--- src/rtl/gearbox_tx_66to32_pkg.sv ---
// Shared constants and types for the 66b/32b transmit gearbox. The header
// encodings are also used by the RX header seeker.
package gearbox_tx_66to32_pkg;

  localparam logic [1:0]  C_DATA_HEADER    = 2'b01;
  localparam logic [1:0]  C_CMD_HEADER     = 2'b10;
  localparam int          BLK_W            = 66;
  localparam int          WORD_W           = 32;
  localparam int          WORDS_PER_PERIOD = 33;
  localparam int          BLKS_PER_PERIOD  = 16;
  localparam logic [63:0] C_IDLE_PAYLOAD   = 64'h7800_0000_0000_0000;

  typedef struct packed {
    logic [1:0]  hdr;
    logic [63:0] data;
  } blk66_t;

  // Only 01 and 10 are legal sync headers on the line.
  function automatic logic hdr_invalid(input logic [1:0] hdr);
    return (hdr == 2'b00) || (hdr == 2'b11);
  endfunction

endpackage

--- src/rtl/gearbox_tx_66to32.sv ---
// 66b block to 32b word transmit gearbox. Keeps the line full by inserting
// idle command blocks whenever the framer has nothing ready at a load slot.
module gearbox_tx_66to32
  import gearbox_tx_66to32_pkg::*;
#(
  parameter logic [1:0]  IDLE_HDR     = C_CMD_HEADER,
  parameter logic [63:0] IDLE_PAYLOAD = C_IDLE_PAYLOAD,
  parameter int          BUF_W        = 98
) (
  input  logic         clk_i,
  input  logic         rst_ni,
  input  logic [65:0]  blk_i,
  input  logic         blk_valid_i,
  output logic         blk_ready_o,
  input  logic         word_rd_i,
  output logic [31:0]  word_o,
  output logic         word_dv_o,
  output logic [5:0]   phase_o,
  output logic         idle_ins_o,
  output logic         hdr_err_o
);

  logic [6:0]       fill_q;
  logic [BUF_W-1:0] buf_q;
  logic             load;
  blk66_t           blk_sel;
  logic [BUF_W-1:0] blk_ext;
  logic [BUF_W-1:0] combined;
  logic [6:0]       fill_next;

  // Handshake: a block transfers on an edge where blk_valid_i, blk_ready_o
  // and word_rd_i are all high; ready never looks at valid, and an offered
  // block must be held stable by the source until it transfers.
  assign load        = (fill_q < 7'd32);
  assign blk_ready_o = word_rd_i & load;

  always_comb begin
    blk_sel = blk_valid_i ? blk66_t'(blk_i) : blk66_t'({IDLE_HDR, IDLE_PAYLOAD});
    blk_ext = {blk_sel, {(BUF_W-BLK_W){1'b0}}} >> fill_q;
    if (load) begin
      combined  = buf_q | blk_ext;
      fill_next = fill_q + 7'd66;
    end else begin
      combined  = buf_q;
      fill_next = fill_q;
    end
  end

  always_ff @(posedge clk_i or negedge rst_ni) begin
    if (!rst_ni) begin
      fill_q     <= '0;
      buf_q      <= '0;
      phase_o    <= '0;
      word_o     <= '0;
      word_dv_o  <= 1'b0;
      idle_ins_o <= 1'b0;
      hdr_err_o  <= 1'b0;
    end else if (word_rd_i) begin
      word_o     <= combined[BUF_W-1 -: WORD_W];
      buf_q      <= combined << WORD_W;
      fill_q     <= fill_next - 7'd32;
      word_dv_o  <= 1'b1;
      phase_o    <= (phase_o == 6'(WORDS_PER_PERIOD-1)) ? 6'd0 : phase_o + 6'd1;
      idle_ins_o <= load & ~blk_valid_i;
      hdr_err_o  <= load & blk_valid_i & hdr_invalid(blk_sel.hdr);
    end else begin
      idle_ins_o <= 1'b0;
      hdr_err_o  <= 1'b0;
    end
  end

  // 16 loads per 33 words means the buffer drains exactly at each phase wrap.
  fill_phase_lock: assert property (@(posedge clk_i) disable iff (!rst_ni)
    (fill_q == 7'd0) == (phase_o == 6'd0));

endmodule
--- config.mk ---
export PLATFORM = sky130hd
export DESIGN_NAME = gearbox_tx_66to32
export DESIGN_NICKNAME = d
export VERILOG_FILES = /design/src/rtl/gearbox_tx_66to32_pkg.sv /design/src/rtl/gearbox_tx_66to32.sv
export SDC_FILE = /design/constraint.sdc
export NUM_CORES = 1
export LEC_CHECK = 0
export ABC_AREA = 1
export CORE_UTILIZATION = 32
export CTS_CLUSTER_SIZE = 40
export DETAILED_ROUTE_END_ITERATION = 10
export PLACE_DENSITY_LB_ADDON = 0.05
export SYNTH_ARGS = -nofsm -noshare
export SYNTH_HDL_FRONTEND = slang
export SYNTH_SLANG_ARGS = --single-unit
export TNS_END_PERCENT = 30
--- constraint.sdc ---
create_clock -name clk_i -period 2.1 [get_ports clk_i]
set_clock_uncertainty 0.1 [all_clocks]
set_input_delay 0.315 -clock clk_i [delete_from_list [all_inputs] [get_ports clk_i]]
set_output_delay 0.315 -clock clk_i [all_outputs]
set_load 0.05 [all_outputs]
==> results of run 1 <==
-- through the flow --
| step | area (um^2) | hold WS (ns) | setup slack [ns] |
|---|---|---|---|
| floorplan | 8023 | -0.08059 | 0.4842 |
| global placement | 9518 | 0.06791 | 0.06507 |
| detailed placement | 9518 | 0.06913 | 0.1617 |
| CTS | 10110 | 0.1673 | 0.008431 |
| global route | 10120 | 0.1938 | 0.0005704 |
| finish | 10120 | 0.1723 | 0.04075 |
-- logic make-up after synthesis --
group	share of synthesized area, %
buf+inv	9.232
fa+ha+maj	0.4679
flops	35.25
compound gates	4.242
simple gates	50.37
xor+xnor	0.4368
-- layout by cell type (no fill, tap or decap), types with 2 or more instances in the layout --
master | Yosys | routed
a21oi_1 | 20 | 20
a31oi_1 | 6 | 6
buf_12 | 0 | 15
buf_2 | 34 | 2
buf_4 | 9 | 18
bufinv_16 | 0 | 3
clkbuf_1 | 26 | 4
clkbuf_16 | 0 | 17
clkdlybuf4s50_1 | 0 | 100
clkinv_2 | 0 | 4
clkinvlp_4 | 0 | 2
dfrtp_1 | 113 | 110
dfrtp_2 | 0 | 3
dlygate4sd2_1 | 0 | 3
dlymetal6s2s_1 | 0 | 3
ha_1 | 3 | 3
inv_1 | 78 | 77
inv_2 | 4 | 5
nand2_1 | 323 | 323
nand3_1 | 440 | 440
nand4_1 | 2 | 2
nor2_1 | 95 | 94
nor2_4 | 1 | 3
nor3_1 | 2 | 2
o211ai_1 | 9 | 9
o21ai_0 | 24 | 24
or2_2 | 33 | 33
xor2_1 | 3 | 3
-- report_power, final --
part / internal (W) / switching [W] / total (W)
Sequential: 0.00309 / 0.000603 / 0.00369
Combinational: 0.00323 / 0.00717 / 0.0104
Clock: 0.00189 / 0.00112 / 0.00301
Total: 0.00821 / 0.00889 / 0.0171
-- final timing paths --
path / startpoint / end / slack, ns
setup / recovery: word_o[2]$_DFFE_PN0P_ / word_o[2] / 0.04
hold / removal: rst_ni / hdr_err_o$_DFF_PN0_ / 0.17
setup reg to reg: fill_q[5]$_DFFE_PN0P_ / buf_q[83]$_DFFE_PN0P_ / 0.23
hold reg to reg: word_dv_o$_DFFE_PN0P_ / word_dv_o$_DFFE_PN0P_ / 0.36
max in group asynchronous: rst_ni / buf_q[90]$_DFFE_PN0P_ / 1.15
min in group clk_i: word_rd_i / phase_o[0]$_DFFE_PN0P_ / 0.18
-- sequential cells by signal, indices dropped and copies added (netlist names) --
register / cells
buf_q: 66
fill_q: 6
hdr_err_o: 1
idle_ins_o: 1
phase_o: 6
word_dv_o: 1
word_o: 32
-- repair_timing --
| action | in CTS | in global routing |
|---|---|---|
| hold buffers | 1 | 0 |
| endpoints found under the hold margin | 113 | 0 |
| buffers inserted | 0 | 0 |
| gates resized for setup | 3 | 3 |
| endpoints found under the setup margin | 3 | 3 |
-- per-layer routing --
layer  part of all wire (%)  routed length (um)  global-route usage (%)  up-vias
met2                     46               14730                   40.81      323
met4                    4.1                1320                   12.03        0
li1                       -                   -                       -     4298
met3                    4.3                1404                   3.616       62
met1                     46               14900                   35.16     4179
met5                      0                   0                       0        -
-- area by class of cell --
| class | count | area share, % |
|---|---|---|
| Multi-Input combinational cell | 968 | 44.14 |
| Sequential cell | 113 | 27.98 |
| Timing Repair Buffer | 142 | 15.02 |
| Clock buffer | 22 | 4.488 |
| Tap cell | 324 | 4.006 |
| Inverter | 82 | 3.042 |
| Clock inverter | 10 | 1.323 |
==> flow_summary.toml, run 1 <==
[layout]
diodes = 0
nNetsFinal = 1397
fin_util_pct = 41.37
final.fill_count = 2671
regArea_um2 = 2831
stdcell_count = 1661
multiInputGateArea_um2 = 4467
syn2layout_area_growth_pct = 26.14
layout-drive-gt1-share_pct = 8.153

[floorplan]
die_area_um2 = 25710
die_w_um = 160.3
die_y_um = 160.3
num_rows = 57
start_util_pct = 32.80
core_area_um2 = 24460
ios = 112

[timing]
slew_headroom_pct = 60.47
fin_crit_ns = 2.059
worst_pin_slew_ns = 0.5916
post-route-period-util_pct = 98.06
setup_viol = 0
timing.fmax_ghz = 0.4856
hold_viol_final = 0
tns_ns = 0
maxSlewViolCount = 0
rsz0062_at_grt = "no"

[setup_path]
endpoint_kind = "output port"
worst-path-buf-inv = 1
criticalPathCategory = "register to output port"
crit_chain = "clkdlybuf4s50_1"
cp.depth = 1
crit_arrival_ns = 1.64
cpPeakStageDelay_ns = 0.82
reg2reg_depth = 8
crit_family = "buffers and inverters"
critPathRequiredTime_ns = 1.68
worstPathMaxFanout = 2
crit_slowest_cell = "clkdlybuf4s50_1"
start_kind = "register"

[power]
finalPower_w = 0.01710
ir_worst_vdd_mv = 0.6144
p_leak_nw = 4.843
powerDensity_nw_per_um2 = 1690

[synthesis]
synth_most_common_cell = "nand3_1"
syn_avg_cell_area_um2 = 6.428
async_reset_ff_share_pct = 100.0
synth_enable_flop_cells = 0
synth_area_leaders = "dfrtp_1 35%, nand3_1 27%, nand2_1 15%"
synth_top_area_share_pct = 35.25
synth_fp_nets = 1321
synth_warnings = 0
yosysSeqAreaShare_pct = 35.25
yosysTopAreaCell = "dfrtp_1"
yosysUniqueCellTypes = 28
synth_area_um2 = 8023
ys_ff_latch = 113
synthFlopType = "dfrtp_1"
syn_inst = 1248
synth_common_cells = "440 x nand3_1, 323 x nand2_1, 113 x dfrtp_1"

[global_routing]
grt_pass1_vias = 8501
grt_first_pass_wirelength_mm = 50.34
gr-usage-all-layers_pct = 25.92
antenna_found_initial = 0
grt_max_degree = 75
grt_overflow = 0

[clocking]
htreeDepth = 4
cts_made_buffers = 17
clk_path_buf_depth = 2
clock_sinks = 113
clkSlewWorstSetupHoldPaths_ns = 0.06
cts_tree = "yes"
worstSkewPairLatency_ns = 0.42
ctsRootBufferMaster = "clkbuf_16"

[route]
drc = 0
final_antenna_net_count = 0
viasPerCell = 5.335
drt_first_pass_iters = 6
wirelength_mm = 32.35
first_iter_violations = 852
wire_per_inst_um = 19.48
num_vias = 8862

[job]
maxCapViolCount = 0

[placement]
gp_congestion = 0.8870
dp_hpwl_mm = 24.07
io_buffer_count = 111
placed_cells = 1628

[min_path]
min_path_type = "primary input to async pin"

[status]
status = "complete, no violations"
(Power assumes the default switching activity.)
==> run 2, diff against run 1 <==
--- a/config.mk
+++ b/config.mk
@@ -6,9 +6,11 @@
 export NUM_CORES = 1
 export LEC_CHECK = 0
 export ABC_AREA = 1
+export ABC_CLOCK_PERIOD_IN_PS = 2100
 export CORE_UTILIZATION = 32
 export CTS_CLUSTER_SIZE = 40
 export DETAILED_ROUTE_END_ITERATION = 10
+export GPL_TIMING_DRIVEN = 0
 export PLACE_DENSITY_LB_ADDON = 0.05
 export SYNTH_ARGS = -nofsm -noshare
 export SYNTH_HDL_FRONTEND = slang
==> run 2 against run 1 <==
Against the previous run:
- utilization grew 0.68 points
- combinational power increased by 8%
- die area is the same
- hold slack worse by 0.0034 ns
==> flow_summary.toml, run 2 (synthesis results as in run 1) <==
[clocking]
clkSlewWorstSetupHoldPaths_ns = 0.06
cts_tree = "yes"
ctsRootBufferMaster = "clkbuf_16"
worstSkewPairLatency_ns = 0.43
cts_made_buffers = 17
htreeDepth = 4
clk_path_buf_depth = 2
clock_sinks = 113

[floorplan]
start_util_pct = 32.80
ios = 112
die_w_um = 160.3
core_area_um2 = 24460
die_y_um = 160.3
num_rows = 57
die_area_um2 = 25710

[layout]
stdcell_count = 1716
layout-drive-gt1-share_pct = 11.14
nNetsFinal = 1451
largest_reg_flops = 66
syn2layout_area_growth_pct = 28.21
fin_util_pct = 42.05
layout_common_cells = "417 x nand3_1, 322 x nand2_1, 113 x dfrtp_1"
max_flop_register = "buf_q"
top_regs = "buf_q x66, word_o x32"
final_common_cell = "nand3_1"

[setup_path]
criticalPathCategory = "register to register"
cpPeakStageDelay_ns = 0.40
crit_slowest_cell = "dfrtp_1"
worstPathMaxFanout = 10
critPathRequiredTime_ns = 2.32
reg2reg_slack_ns = 0.03
reg2reg_depth = 11
crit_family = "simple AND/OR/NAND/NOR gates"
crit_chain = "buf_6 > inv_2 > buf_6 > buf_8 > nand2_1 > nand3_1 > nand3_1 > nand3_2 > nand3_1 > nand2_1 > inv_1"
cp.depth = 11
worst-path-buf-inv = 5
start_kind = "register"
crit_arrival_ns = 2.29
endpoint_kind = "register"
cp_common_cell = "nand3_1"

[route]
wirelength_mm = 37.84
final_antenna_net_count = 0
num_vias = 9330
wire_per_inst_um = 22.05
viasPerCell = 5.437
first_iter_violations = 959
drc = 0
drt_first_pass_iters = 8

[timing]
setup_slack_ns = 0.03437
timing.fmax_ghz = 0.4841
fin_crit_ns = 2.066
post-route-period-util_pct = 98.36
slew_headroom_pct = 49.43
hold_viol_final = 0
worst_pin_slew_ns = 0.7586
maxSlewViolCount = 0
setup_viol = 0
tns_ns = 0

[global_routing]
antenna_found_initial = 0
grt_pass1_vias = 8944
grt_max_degree = 77
gr-usage-met2_pct = 47.85
grt_first_pass_wirelength_mm = 56.23
grt_overflow = 0
busiest_layer = "met2"
gr-usage-all-layers_pct = 29.87
use_met1_pct = 39.77
grt_use_met3_pct = 4.752

[power]
powerDensity_nw_per_um2 = 1731
power_frac_comb_pct = 62.9
p_leak_nw = 4.943
ir_worst_vdd_mv = 0.5640
p_sw_share_pct = 55.02
internal_power_w = 0.008008
p_clk_share_pct = 16.7
power_frac_seq_pct = 20.5
p_sw_w = 0.009797
finalPower_w = 0.01781

[job]
maxCapViolCount = 0

[placement]
io_buffer_count = 109
gp_congestion = 0.9696
dp_slack_ns = -0.09992
dp_hpwl_mm = 30.58
placed_cells = 1682

[min_path]
min_path_type = "primary input to register"
min_path_cells = 3

[status]
status = "complete, no violations"
==> run 2: layout make-up <==
cell class | count | area (um^2)
Fill cell | 2650 | 14180
Antenna cell | 1 | 2.502
Multi-Input combinational cell | 968 | 4576
Clock buffer | 17 | 425.4
Buffer | 85 | 449.2
Tap cell | 324 | 405.4
Inverter | 82 | 307.8
Timing Repair Buffer | 111 | 1130
Sequential cell | 113 | 2828
Clock inverter | 15 | 162.7
==> run 2: through the flow <==
step	hold slack, ns	instance area [um^2]
after floorplan	-0.08059	8023
after global placement	0.3534	9519
after detailed placement	0.1594	9548
after CTS	0.1708	10150
after global routing	0.1820	10280
final	0.1689	10290
==> run 2: tightest hold or removal path: stages <==
cell and delay, ns:
buf_4 0.16, nand2_1 0.11, a21oi_1 0.07
==> run 2: layer usage <==
layer / part of all wire (%) / wire (um)
met1: 44 / 16800
met2: 46 / 17360
met3: 6.0 / 2252
met4: 3.8 / 1426
met5: 0 / 0
==> run 2: power by group through the flow <==
stage	combinational, W	sequential (W)	clock (W)
6_report	0.0112	0.00364	0.00297
5_1_grt	0.0120	0.00374	0.00310
4_1_cts	0.0108	0.00364	0.00300
3_5_place_dp	0.0108	0.00367	0
3_3_place_gp	0.0108	0.00367	0
2_1_floorplan	0.00584	0.00466	0
==> run 2: repair_timing <==
| item | in CTS | in global routing |
|---|---|---|
| hold buffers | 1 | 0 |
| hold endpoints to repair | 37 | 0 |
| pin swaps | 0 | 1 |
| endpoints found under the setup margin | 25 | 36 |
| buffers inserted | 0 | 0 |
| gates resized for setup | 8 | 37 |
==> run 2: final timing paths <==
path / from / endpoint
min in group asynchronous: rst_ni / fill_q[2]$_DFFE_PN0P_
worst max register to register: fill_q[1]$_DFFE_PN0P_ / buf_q[82]$_DFFE_PN0P_
worst max-delay path: fill_q[1]$_DFFE_PN0P_ / buf_q[82]$_DFFE_PN0P_
worst min-delay path: word_rd_i / phase_o[2]$_DFFE_PN0P_
worst min register to register: word_dv_o$_DFFE_PN0P_ / word_dv_o$_DFFE_PN0P_
max in group asynchronous: rst_ni / buf_q[60]$_DFFE_PN0P_
==> run 3, diff against run 2 <==
--- a/config.mk
+++ b/config.mk
@@ -7,9 +7,11 @@
 export LEC_CHECK = 0
 export ABC_AREA = 1
 export ABC_CLOCK_PERIOD_IN_PS = 2100
+export CORE_MARGIN = 8
 export CORE_UTILIZATION = 32
 export CTS_CLUSTER_SIZE = 40
 export DETAILED_ROUTE_END_ITERATION = 10
+export DONT_BUFFER_PORTS = 1
 export GPL_TIMING_DRIVEN = 0
 export PLACE_DENSITY_LB_ADDON = 0.05
 export SYNTH_ARGS = -nofsm -noshare
==> run 3 against run 2 <==
Against the previous run:
- the run now ends with negative hold slack left
- first-iteration DRC count shrank 0.21%
- critical path depth down 3
- die area grew 18%
- final area shrank 10%
- non-clock buffer count down 111
- flip-flop and latch count did not move
- via count down 4.2%
- maximum frequency down 1.5%
- sequential power is 34% higher
- highest routed layer unchanged
- wire length increased by 3.1%
- count of clock-buffer cells in the layout up 1
==> flow_summary.toml, run 3 (synthesis results as in run 1) <==
[status]
status = "complete, but fails checks"
violations = "negative hold slack"

[route]
drc = 0
wire_per_inst_um = 24.22
wirelength_mm = 39.00
viasPerCell = 5.551
final_antenna_net_count = 0
num_vias = 8937
drt_first_pass_iters = 6
first_iter_violations = 957

[layout]
max_flop_register = "buf_q"
final_common_cell = "nand3_1"
fin_util_pct = 37.08
layout_common_cells = "420 x nand3_1, 322 x nand2_1, 113 x dfrtp_1"
diodes = 0
stdcell_count = 1610
layout-drive-gt1-share_pct = 11.64
syn2layout_area_growth_pct = 15.05
top_regs = "buf_q x66, word_o x32"
largest_reg_flops = 66
nNetsFinal = 1340

[timing]
rsz0062_at_grt = "yes"
maxSlewViolCount = 0
fin_crit_ns = 2.098
worst_pin_slew_ns = 0.8116
slew_headroom_pct = 45.89
hold_viol_final = 113
hold_ws_ns = -0.5251
setup_viol = 0
post-route-period-util_pct = 99.89
timing.fmax_ghz = 0.4767

[global_routing]
grt_overflow = 0
use_met1_pct = 33.27
antenna_found_initial = 0
grt_use_met3_pct = 4.513
grt_first_pass_wirelength_mm = 57.71
gr-usage-met2_pct = 41.02
grt_max_degree = 114
busiest_layer = "met2"
grt_pass1_vias = 8774
gr-usage-all-layers_pct = 25.46

[floorplan]
core_area_um2 = 24890
die_y_um = 174.3
start_util_pct = 32.23
ios = 112
num_rows = 58
die_w_um = 174.3
die_area_um2 = 30390

[power]
powerDensity_nw_per_um2 = 1888
internal_power_w = 0.007780
power_frac_comb_pct = 53.0
p_leak_nw = 4.507
power_frac_seq_pct = 28.0
ir_worst_vdd_mv = 0.5461
p_sw_share_pct = 55.34
p_clk_share_pct = 19.0
p_sw_w = 0.009642

[setup_path]
rr_endpoint = "buf_q[95]$_DFFE_PN0P_"
criticalPathCategory = "register to register"
endpoint_kind = "register"
crit_path_start = "fill_q[6]$_DFFE_PN0P_"
worstPathMaxFanout = 10
cpPeakStageDelay_ns = 0.44
r2r-start = "fill_q[6]$_DFFE_PN0P_"
crit_arrival_ns = 2.36
worst-path-buf-inv = 3
reg2reg_depth = 8
crit_slowest_cell = "clkbuf_1"
start_kind = "register"
crit_family = "simple AND/OR/NAND/NOR gates"
critPathRequiredTime_ns = 2.36
reg2reg_slack_ns = 0.002
crit_chain = "inv_1 > nand2_2 > nor2_2 > clkbuf_1 > nand3_1 > nand3_1 > nand2_1 > inv_1"

[placement]
placed_cells = 1578
dp_hpwl_mm = 31.11
io_buffer_count = 0
gp_congestion = 0.9421

[clocking]
cts_tree = "yes"
worstSkewPairLatency_ns = 0.43
htreeDepth = 4
clock_sinks = 113
clk_path_buf_depth = 2
ctsRootBufferMaster = "clkbuf_16"
clkSlewWorstSetupHoldPaths_ns = 0.07
cts_made_buffers = 17

[job]
maxCapViolCount = 0

[min_path]
min_path_type = "primary input to async pin"
run 3: area by class of cell:
cell class | count | area (um^2)
fill | 2802 | 15660
multi-input combinational | 968 | 4562
sequential | 113 | 2828
buffer | 85 | 456.7
clock buffer | 18 | 429.2
tap | 330 | 412.9
inverter | 82 | 314.1
clock inverter | 14 | 227.7
run 3: worst max-delay path by stage:
stage,endpoint,slack (ns),depth (start not counted)
CTS,buf_q[59]$_DFFE_PN0P_,0.0003,7
global placement,word_o[25]$_DFFE_PN0P_,-0.26,5
detailed placement,word_o[25]$_DFFE_PN0P_,-0.24,5
finish,buf_q[95]$_DFFE_PN0P_,0.002,8
floorplan,buf_q[58]$_DFFE_PN0P_,0.48,7
global route,word_o[0]$_DFFE_PN0P_,-0.02,8
run 3: worst reg2reg max path: stages (launching register included):
cell	delay (ns)
dfrtp_1	0.39
inv_1	0.09
nand2_2	0.08
nor2_2	0.36
clkbuf_1	0.45
nand3_1	0.22
nand3_1	0.23
nand2_1	0.07
inv_1	0.05
run 3: what timing repair did:
| action | CTS | global route |
|---|---|---|
| endpoints found under the hold margin | 113 | 113 |
| pin swaps | 1 | 2 |
| setup buffers | 0 | 0 |
| gates resized for setup | 7 | 33 |
| endpoints found under the setup margin | 41 | 39 |
run 3: power by group through the flow:
stage	Sequential (W)	Clock (W)	Combinational, W
after floorplan	0.00466	0	0.00584
after global placement	0.00492	0	0.00881
after detailed placement	0.00493	0	0.00878
after CTS	0.00490	0.00335	0.00884
after global routing	0.00499	0.00344	0.00998
final	0.00488	0.00331	0.00923
run 3: per-layer routing:
metal	vias up	share of wire [%]
met2	350	46
met4	0	3.5
met5	-	0
met1	4336	45
li1	4184	-
met3	67	5.9
run 3: metrics by stage:
stage                     TNS [ns]  worst slack [ns]  power, W  hold slack [ns]  cell area, um^2
after floorplan                  0            0.4842   0.01049         -0.08059             8023
after global placement      -2.726           -0.2576   0.01374         -0.07630             8436
after detailed placement    -2.392           -0.2377   0.01371         -0.07569             8436
after CTS                        0         0.0002995   0.01709          -0.5376             9106
after global routing      -0.03721          -0.01593   0.01842          -0.5416             9230
final                            0          0.002303   0.01742          -0.5251             9230
